==> src/rtl/onehot_decoder_stream.sv <==
// Registered binary-to-one-hot decoder with valid/ready handshakes and a
// built-in sweep mode that emits every one-hot code in ascending order.
module onehot_decoder_stream #(
    parameter int unsigned N = 64,
    localparam int unsigned W = $clog2(N)
) (
    input  logic         clk,
    input  logic         rst_n,
    input  logic         enable,
    input  logic         in_valid,
    output logic         in_ready,
    input  logic [W-1:0] in_idx,
    input  logic         sweep_start,
    output logic         sweep_busy,
    output logic         out_valid,
    input  logic         out_ready,
    output logic [N-1:0] y,
    output logic         out_err
);

    typedef enum logic {
        IDLE  = 1'b0,
        SWEEP = 1'b1
    } state_t;

    state_t       state;
    state_t       state_n;
    logic [W-1:0] cnt;
    logic [W-1:0] cnt_n;
    logic         load;
    logic [N-1:0] load_y;
    logic         load_err;
    logic         out_free;
    logic         in_range;

    assign out_free   = !out_valid || out_ready;
    assign in_range   = 32'(in_idx) < N;
    assign sweep_busy = (state == SWEEP);

    // State register
    always_ff @(posedge clk) begin
        if (!rst_n) begin
            state <= IDLE;
        end else begin
            state <= state_n;
        end
    end

    // Next state, sweep counter and output-stage load decision
    always_comb begin
        state_n  = state;
        cnt_n    = cnt;
        load     = 1'b0;
        load_y   = '0;
        load_err = 1'b0;
        in_ready = 1'b0;
        case (state)
            IDLE: begin
                in_ready = rst_n && enable && out_free && !sweep_start;
                if (enable && sweep_start) begin
                    state_n = SWEEP;
                    cnt_n   = '0;
                end else if (in_valid && in_ready) begin
                    load     = 1'b1;
                    load_y   = in_range ? (N'(1) << in_idx) : '0;
                    load_err = !in_range;
                end
            end
            SWEEP: begin
                if (enable && out_free) begin
                    load   = 1'b1;
                    load_y = N'(1) << cnt;
                    // Counter stops at the last code rather than wrapping
                    if (cnt == W'(N - 1)) begin
                        state_n = IDLE;
                    end else begin
                        cnt_n = cnt + W'(1);
                    end
                end
            end
            default: state_n = IDLE;
        endcase
    end

    // Sweep counter and output register stage
    always_ff @(posedge clk) begin
        if (!rst_n) begin
            cnt       <= '0;
            out_valid <= 1'b0;
            y         <= '0;
            out_err   <= 1'b0;
        end else begin
            cnt <= cnt_n;
            if (load) begin
                out_valid <= 1'b1;
                y         <= load_y;
                out_err   <= load_err;
            end else if (out_ready) begin
                out_valid <= 1'b0;
            end
        end
    end

endmodule

==> config.mk <==
export PLATFORM = sky130hd
export DESIGN_NAME = onehot_decoder_stream
export DESIGN_NICKNAME = d
export VERILOG_FILES = /design/src/rtl/onehot_decoder_stream.sv
export SDC_FILE = /design/constraint.sdc
export NUM_CORES = 1
export LEC_CHECK = 0
export BUFFER_PORTS_ARGS = -buffer_cell sky130_fd_sc_hd__buf_2
export CELL_PAD_IN_SITES_DETAIL_PLACEMENT = 0
export CELL_PAD_IN_SITES_GLOBAL_PLACEMENT = 1
export CORE_MARGIN = 2
export CORE_UTILIZATION = 37
export DETAILED_ROUTE_END_ITERATION = 10
export PLACE_DENSITY = 0.79
export SLEW_MARGIN = 20
export SYNTH_ARGS = -nofsm -noshare
export SYNTH_HDL_FRONTEND = slang
export SYNTH_SLANG_ARGS = --single-unit
==> constraint.sdc <==
create_clock -name clk -period 1.6 [get_ports clk]
set_clock_uncertainty 0.1 [all_clocks]
set_input_delay 0.24 -clock clk [delete_from_list [all_inputs] [get_ports clk]]
set_output_delay 0.24 -clock clk [all_outputs]
set_load 0.02 [all_outputs]
==> results of run 1 <==
-- state kept, by name, indices dropped and copies added (netlist names) --
signal,flops
cnt,6
y,64
out_valid,1
sweep_busy,1
-- metrics by stage --
step	instance area (um2)	hold slack [ns]	power (mW)	utilization (%)	setup TNS [ns]
global route	5940	0.144	4.48	61.6	-7.82
floorplan	3650	0.289	2.46	-	-0.0160
CTS	5600	0.125	4.23	58.1	-2.51
detailed placement	4540	0.381	2.74	47.1	-25.12
finish	5940	0.117	4.30	61.6	-3.49
global placement	4540	0.378	2.74	47.1	-23.27
-- how the worst max path moves through the flow --
stage,slack [ns],end,startpoint,cells past startpoint
finish,-0.14,y[27],out_valid,7
global route,-0.19,y[34],out_valid,7
CTS,-0.15,y[27],out_valid,8
detailed placement,-0.55,y[33],out_valid,5
global placement,-0.48,y[33],out_valid,5
floorplan,-0.02,cnt[5],out_valid,5
-- repair_timing --
item | in CTS | in global routing
cloned | 2 | 5
pin swaps | 42 | 34
gates resized for setup | 80 | 48
endpoints found under the setup margin | 70 | 71
setup buffers | 35 | 4
-- cell type report --
type / instances / area share (%)
Multi-Input combinational cell: 296 / 43.1
Timing Repair Buffer: 179 / 26.2
Sequential cell: 72 / 24.5
Tap cell: 133 / 2.80
Clock buffer: 9 / 2.09
Clock inverter: 7 / 1.03
Inverter: 4 / 0.253
-- report_power, final --
group / switching [mW] / internal (mW) / leakage [nW]
registers: 0.0627 / 1.90 / 0.591
clock network: 0.806 / 0.592 / 0.0888
logic: 0.545 / 0.397 / 1.92
-- critical path, cell delays in order (launching register included) --
cell	delay (ns)
dfxtp_4	0.35
nor2b_4	0.15
buf_12	0.13
buf_6	0.11
nor4b_4	0.32
buf_6	0.23
a32oi_2	0.13
a21oi_1	0.15
-- layout by cell type (no fill, tap or decap), types with 3 or more instances in the layout --
cell,n
a32oi_1,10
a221oi_1,3
buf_6,25
nand2b_1,6
nor4_4,3
nor3_1,7
o21ai_1,44
buf_12,18
dfxtp_2,3
nor2_1,62
and3_4,4
inv_6,3
ha_1,5
o21a_1,3
a21oi_2,3
nand4_1,3
a21boi_1,4
buf_2,77
nand2_1,5
a21oi_1,14
a221oi_4,11
nor4b_4,4
buf_4,54
inv_1,3
clkbuf_8,9
clkbuf_16,5
dfxtp_1,67
a221oi_2,36
nand3_1,3
o21ai_0,23
-- metal layers --
layer	track usage, %	part of all wire [%]	up-vias
met3	4.61	6.9	25
met2	39.7	49	185
met1	33.3	43	1921
met5	0	0	-
li1	-	-	1873
met4	6.38	1.7	0
-- cells by family after synthesis --
group | Yosys count
AO/OA/AOI/OAI | 162
XOR/XNOR | 1
AND/OR/NAND/NOR | 126
flip-flops | 72
adder cells (fa/ha/maj) | 6
other | 1
buffers and inverters | 39
==> key figures, run 1 <==
Outcome
  – Status: finished with violations
  – Failing checks: negative setup slack

Pwr
  – Pwr Density: 725 mW/mm2
  – Lkg Pwr: 2.60 nW
  – Max VDD drop: 0.628 mV

Yosys
  – Area leader, netlist: dfxtp_1
  – Post-Synth XOR/XNOR Area: 0.241%
  – Mapped Area: 0.00364 mm2
  – Yosys top cell area share: 39.6%
  – Cell with the most instances after synthesis: dfxtp_1
  – Most common flop cell mapped by yosys: dfxtp_1
  – Multiplexer share of the synthesized area: 0%
  – Largest family of logic cells by synthesized area: compound AO/OA/AOI/OAI gates
  – Count of state elements after synthesis: 72
  – Yosys cell types: 49
  – Async SR Flop Fraction: 0%
  – Mapped Avg Cell Area: 8.94 um2
  – Number of enable flip-flop cells after synthesis: 0
  – Top cells by area, synth: dfxtp_1 40%, a221oi_1 12%, nor2_1 6.4%
  – Syn Inst Count: 407
  – Simple-Gate Fraction of Synth Area: 21.5%
  – Compound-gate portion of the synthesized area: 30.3%
  – Leading cell types by count after synthesis: 72 x dfxtp_1, 62 x nor2_1, 50 x a221oi_1
  – Synth warn: 0
  – Post-Synth Adder-Cell Area: under 10%
  – Seq/Total Area, Yosys: 39.6%
  – Syn_nets: between 400 and 500

Worst setup path
  – WS Path Type: reg2reg
  – R2R cell count: 7
  – FF-to-FF End: y[27]
  – CP Capture Type: flip-flop
  – Required time worst endpoint: 1.79 ns
  – FF-to-FF setup slack: -0.14 ns
  – CP Data Arrival Time: ~1.9 ns
  – Reg2reg start: out_valid
  – CP Max Fanout: 8
  – Critical Path Start Type: flip-flop

Finish
  – Area occupied by multi-input gates: ~0.0026 mm2
  – Layout Area Growth over Synthesis: 63.2%
  – Layout fillers: 811
  – Layout Nets: 580
  – Register area: 0.00145 mm2
  – Proportion of layout cells with a drive suffix above 1: about half
  – Non-Filler Instances: 700
  – Antenna cells: 0

STA
  – Tmin final: 1.74 ns
  – RSZ-0062 raised after global routing: yes
  – Maximum clock frequency: 574 MHz
  – Final worst slack: -0.141 ns
  – Slew @ Worst Pin: 0.797 ns
  – Final slew viol count: 0
  – Post-route clock period utilization: 109%
  – Setup Viol. Count Final: 63
  – Final hold vios: 0
  – Rel. slew slack: 46.7%

Floorplan
  – Cell row count: 36
  – # IOs: 80
  – Core Region: 0.00964 mm2
  – Die area: 0.0106 mm2
  – Initial cell density of the core: a little under two fifths
  – Die Ht: 103 um
  – Die width: between 100 and 150 um

Detailed routing
  – Drt pass-1 iters: 5
  – Via/cell ratio: between 5 and 6
  – Iter 0 DRT Violations: 207
  – WL final: about 14,000 um
  – DR DRC count: 0
  – Vias: 4,004
  – Final ANT Viol Nets: 0
  – Drt wl/cell: 19.4 um

Clock tree
  – Inserted Clock Buffers: 9
  – CTS max path bufs: 2
  – Clk sinks: just over 70
  – H-tree levels: 3
  – Clk_lat worst skew: ~0.36 ns
  – Clk slew on worst S/H paths: 0.09 ns
  – Root Buffer: clkbuf_8
  – Cts hold-fix bufs: 0
  – CTS tree: done

GRT
  – Largest net degree at the start of global routing: 42
  – GRT Residual Overflow: 0
  – Number of antenna violations at the first check in global routing: 0
  – First-pass GRT wire length: 19,900 um
  – Gr usage total: 24.4%
  – Vias in the first global route: around 3,800

Run
  – Max-Cap Viols: 0

Place
  – Post-DP HPWL: 8240 um
  – Placed Cells: 642
  – IO Port Bufs: 78
  – Gpl congestion: 1.01
  – Pre-CTS setup slack: -0.545 ns

Min path
  – Worst Hold Depth: 3
  – Worst hold path class: in2reg
  – Worst hold path startpoint: in_idx[5]
  – Hold Path Sink: y[49]
(Power assumes the default switching activity.)
==> run 2: changes to the inputs <==
--- a/config.mk
+++ b/config.mk
@@ -12,6 +12,7 @@
 export CORE_UTILIZATION = 37
 export DETAILED_ROUTE_END_ITERATION = 10
 export PLACE_DENSITY = 0.79
+export SKIP_CTS_REPAIR_TIMING = 1
 export SLEW_MARGIN = 20
 export SYNTH_ARGS = -nofsm -noshare
 export SYNTH_HDL_FRONTEND = slang
==> key figures, run 2 (synthesis results as in run 1) <==
Place
  – Placed Cells: 642
  – IO Port Bufs: just under 80
  – Pre-CTS setup slack: -0.545 ns
  – Post-DP HPWL: 8240 um
  – Gpl congestion: about 1

Floorplan
  – Initial cell density of the core: 37.7%
  – Die width: 103 um
  – Die area: 0.0106 mm2
  – Core Region: 0.00964 mm2
  – Die Ht: 103 um
  – Cell row count: 36
  – # IOs: 80

Detailed routing
  – Drt wl/cell: 18.4 um
  – WL final: 12,700 um
  – Vias: approximately 4,000
  – DR top layer: met4
  – Wl on met1: 5770 um
  – Iter 0 DRT Violations: roughly 230
  – Drt pass-1 iters: 5
  – WL met2: 6170 um
  – Final ANT Viol Nets: 0
  – Met3 wire len: 702 um
  – DR DRC count: 0
  – Via/cell ratio: 5.65

STA
  – Post-route clock period utilization: 107%
  – Final worst slack: -0.106 ns
  – Maximum clock frequency: approximately 600 MHz
  – Tmin final: 1.71 ns
  – Final slew viol count: 0
  – Rel. slew slack: 56.6%
  – Setup tns final: -1.24 ns
  – RSZ-0062 raised after global routing: yes
  – Setup Viol. Count Final: 25
  – Final hold vios: 0
  – Final hold slack: 0.133 ns
  – Slew @ Worst Pin: 0.648 ns

Finish
  – Biggest register: y
  – Layout Nets: around 570
  – Proportion of layout cells with a drive suffix above 1: 49.1%
  – Commonest non-fill, non-tap cell in the layout: buf_2
  – Largest regs: y x64, cnt x6
  – Most frequent cells in the layout: 77 x buf_2, 65 x dfxtp_1, 62 x nor2_1, 56 x buf_4, 45 x o21ai_1
  – Max reg flops: 64
  – Layout Area Growth over Synthesis: 55.6%
  – Non-Filler Instances: 689
  – Antenna cells: 0
  – Layout fillers: 869

GRT
  – Gr usage total: 21.9%
  – First-pass GRT wire length: 17,900 um
  – Largest net degree at the start of global routing: 42
  – GRT Residual Overflow: 0
  – Number of antenna violations at the first check in global routing: 0
  – Vias in the first global route: 3,447

Clock tree
  – Clk sinks: 72
  – Clk slew on worst S/H paths: 0.09 ns
  – H-tree levels: 3
  – Root Buffer: clkbuf_8
  – CTS tree: done
  – Clk_lat worst skew: 0.35 ns
  – Inserted Clock Buffers: 9
  – CTS max path bufs: 2

Worst setup path
  – CP Max Fanout: 14
  – CP Capture Type: flip-flop
  – WS Path Type: reg2reg
  – Critical Path Start Type: flip-flop
  – CP Data Arrival Time: 1.86 ns
  – Required time worst endpoint: ~1.8 ns

Run
  – Max-Cap Viols: 0

Pwr
  – Total Power: 4.22 mW
  – Max VDD drop: between 0.6 and 0.7 mV
  – Lkg Pwr: approximately 2.5 nW
  – Pwr Density: between 700 and 800 mW/mm2

Outcome
  – Failing checks: negative setup slack
  – Status: finished with violations

Min path
  – Worst hold path class: in2reg
==> run 2: cell count changes in the layout (fill, tap and decap cells not counted), sizes merged <==
cell,delta
buf,-7
clkbuf,-5
nor2b,+1
==> run 2: area by class of cell <==
cell class | instances | area [um2] | area share [%]
Timing Repair Buffer | 167 | 1340 | 23.7
Inverter | 4 | 15.0 | 0.265
Clock buffer | 9 | 124 | 2.19
Tap cell | 133 | 166 | 2.94
Sequential cell | 72 | 1460 | 25.8
Multi-Input combinational cell | 297 | 2490 | 44.0
Clock inverter | 7 | 61.3 | 1.08
==> run 2: stage by stage <==
stage / cell area [um2] / utilization, %
floorplan: 3650 / -
detailed placement: 4540 / 47.1
finish: 5660 / 58.7
global placement: 4540 / 47.1
CTS: 4720 / 49.0
global route: 5660 / 58.7
==> run 2: path summary, 6_finish.rpt <==
check	from	end	slack [ns]	cells past startpoint
max	out_valid	y[39]	-0.11	7
min reg2reg	y[37]	y[37]	0.40	2
min	in_idx[5]	y[49]	0.13	3
max reg2reg	out_valid	y[39]	-0.11	7
==> run 2: critical path, cell delays in order (launching register included) <==
cell      delay (ns)
dfxtp_4         0.36
nor2b_4         0.27
buf_6           0.14
nor4b_4         0.04
buf_12          0.16
buf_6           0.13
a221oi_2        0.31
nor2_1          0.08
==> run 2: power by group <==
group | internal, mW | switching, mW | total [mW]
combinational | 0.355 | 0.521 | 0.876
clock | 0.592 | 0.785 | 1.38
sequential | 1.90 | 0.0636 | 1.96
==> run 2: per-layer routing <==
metal  vias up  global-route usage [%]
li1       1861                       -
met1      1877                    31.2
met2       148                    33.0
met3         6                    4.88
met4         0                    6.78
met5         -                       0
==> run 3: changes to the inputs <==
--- a/config.mk
+++ b/config.mk
@@ -10,6 +10,7 @@
 export CELL_PAD_IN_SITES_GLOBAL_PLACEMENT = 1
 export CORE_MARGIN = 2
 export CORE_UTILIZATION = 37
+export CTS_CLUSTER_SIZE = 10
 export DETAILED_ROUTE_END_ITERATION = 10
 export PLACE_DENSITY = 0.79
 export SKIP_CTS_REPAIR_TIMING = 1
==> constraint.sdc (replaced) <==
create_clock -name clk -period 1.6 [get_ports clk]
set_clock_uncertainty 0.1 [all_clocks]
set_input_delay 0.32 -clock clk [delete_from_list [all_inputs] [get_ports clk]]
set_output_delay 0.32 -clock clk [all_outputs]
set_load 0.02 [all_outputs]
==> key figures, run 3 (synthesis results as in run 1) <==
STA
  – Rel. slew slack: 52.2%
  – Post-route clock period utilization: 103%
  – Final slew viol count: 0
  – RSZ-0062 raised after global routing: yes
  – Tmin final: 1.65 ns
  – Final hold vios: 0
  – Slew @ Worst Pin: 0.712 ns
  – Final worst slack: -0.0479 ns
  – Final hold slack: 0.217 ns
  – Setup Viol. Count Final: 20
  – Maximum clock frequency: 607 MHz

Clock tree
  – H-tree levels: 3
  – Inserted Clock Buffers: 9
  – CTS tree: done
  – CTS max path bufs: 2
  – Clk sinks: 72
  – Clk slew on worst S/H paths: 0.07 ns
  – Clk_lat worst skew: 0.35 ns
  – Root Buffer: clkbuf_8

Finish
  – Antenna cells: 0
  – Max reg flops: 64
  – Largest regs: y x64, cnt x6
  – Biggest register: y
  – Most frequent cells in the layout: 77 x buf_2, 65 x dfxtp_1, 62 x nor2_1, 44 x o21ai_1, 42 x buf_4
  – Proportion of layout cells with a drive suffix above 1: a little over two fifths
  – Register area: 0.00146 mm2
  – Layout fillers: 890
  – Non-Filler Instances: 657
  – Area occupied by multi-input gates: 0.00233 mm2
  – Post-layout util: 53.6%
  – Commonest non-fill, non-tap cell in the layout: buf_2
  – Layout Nets: 537
  – Layout Area Growth over Synthesis: 42.1%

Min path
  – Worst Hold Depth: 3
  – Worst hold path class: in2reg
  – Worst hold path startpoint: in_idx[5]
  – Hold Path Sink: y[49]

Worst setup path
  – CP Max Fanout: 4
  – Required time worst endpoint: between 1.5 and 2 ns
  – FF-to-FF setup slack: -0.05 ns
  – CP Capture Type: flip-flop
  – WS Path Type: reg2reg
  – FF-to-FF End: y[10]
  – R2R cell count: 5
  – Critical Path Start Type: flip-flop
  – Slowest stage delay, CP: 0.37 ns
  – Crit-path slowest cell: a221oi_1
  – CP Data Arrival Time: approximately 1.8 ns
  – Crit-path cells: inv_1 > ha_1 > and3_1 > a221oi_1 > nor2_1
  – Reg2reg start: cnt[0]

Pwr
  – Max VDD drop: 0.403 mV
  – Pwr Density: 813 mW/mm2
  – Lkg Pwr: ~2.2 nW

Floorplan
  – Die width: 103 um
  – Initial cell density of the core: 37.7%
  – Core Region: 0.00964 mm2
  – Die area: 0.0106 mm2
  – # IOs: 80
  – Cell row count: 36
  – Die Ht: 103 um

GRT
  – Largest net degree at the start of global routing: 46
  – Gr usage total: between 20% and 30%
  – Vias in the first global route: 3,392
  – First-pass GRT wire length: 18,000 um
  – Number of antenna violations at the first check in global routing: 0
  – GRT Residual Overflow: 0

Detailed routing
  – WL final: 12,000 um
  – Drt wl/cell: 18.3 um
  – Via/cell ratio: 5.71
  – Final ANT Viol Nets: 0
  – Drt pass-1 iters: 5
  – Iter 0 DRT Violations: 367
  – DR DRC count: 0
  – Vias: 3,752

Place
  – Post-DP HPWL: 8290 um
  – Gpl congestion: 0.943
  – IO Port Bufs: 78
  – Placed Cells: 639

Outcome
  – Status: finished with violations
  – Failing checks: negative setup slack

Run
  – Max-Cap Viols: 0
[run 3: cell count changes in the layout (fill, tap and decap cells not counted), sizes merged]
cell | before | now
buf | 167 | 135
clkbuf | 9 | 16
clkinv | 1 | 0
clkinvlp | 2 | 1
inv | 8 | 4
nor2b | 4 | 3
[run 3: stage by stage]
step	total power [mW]	worst slack [ns]	TNS, ns	cell area [um2]
final	4.20	-0.0479	-0.414	5170
after floorplan	2.46	-0.0160	-0.0160	3650
after global placement	2.73	-0.155	-3.41	4570
after global routing	4.36	-0.146	-2.91	5170
after detailed placement	2.74	-0.145	-4.20	4570
after CTS	4.15	-0.313	-2.23	4760
[run 3: worst max-delay path by stage]
stage | cells past startpoint | from | end | slack [ns]
5_1_grt | 5 | out_valid | in_ready | -0.15
4_1_cts | 5 | out_valid | in_ready | -0.31
2_1_floorplan | 5 | out_valid | cnt[5] | -0.02
6_report | 5 | cnt[0] | y[10] | -0.05
3_5_place_dp | 8 | out_ready | y[21] | -0.14
3_3_place_gp | 8 | out_ready | y[21] | -0.16
[run 3: layer usage]
metal | part of all wire (%) | wire length (um) | global-route usage, % | vias up
met2 | 46 | 5540 | 33.2 | 141
met4 | 1.5 | 177 | 5.77 | 0
met5 | 0 | 0 | 0 | -
met1 | 46 | 5530 | 31.9 | 1796
met3 | 6.3 | 753 | 4.47 | 18
li1 | - | - | - | 1797
[run 3: worst max-delay path, delay by kind of cell (launching register included)]
family                   cells  cell delay, ns
AND/OR/NAND/NOR              2            0.37
flip-flops                   1            0.36
AO/OA/AOI/OAI                1            0.37
buffers and inverters        1            0.08
adder cells (fa/ha/maj)      1            0.26
[run 3: where the power goes]
part	internal, mW	switching [mW]
logic	0.307	0.494
registers	1.90	0.0642
clock network	0.746	0.686
[run 3: cell type report]
class	count	area share [%]
Tap cell	133	3.22
Clock inverter	1	0.145
Timing Repair Buffer	136	19.4
Sequential cell	72	28.2
Inverter	4	0.290
Clock buffer	15	3.63
Multi-Input combinational cell	296	45.2
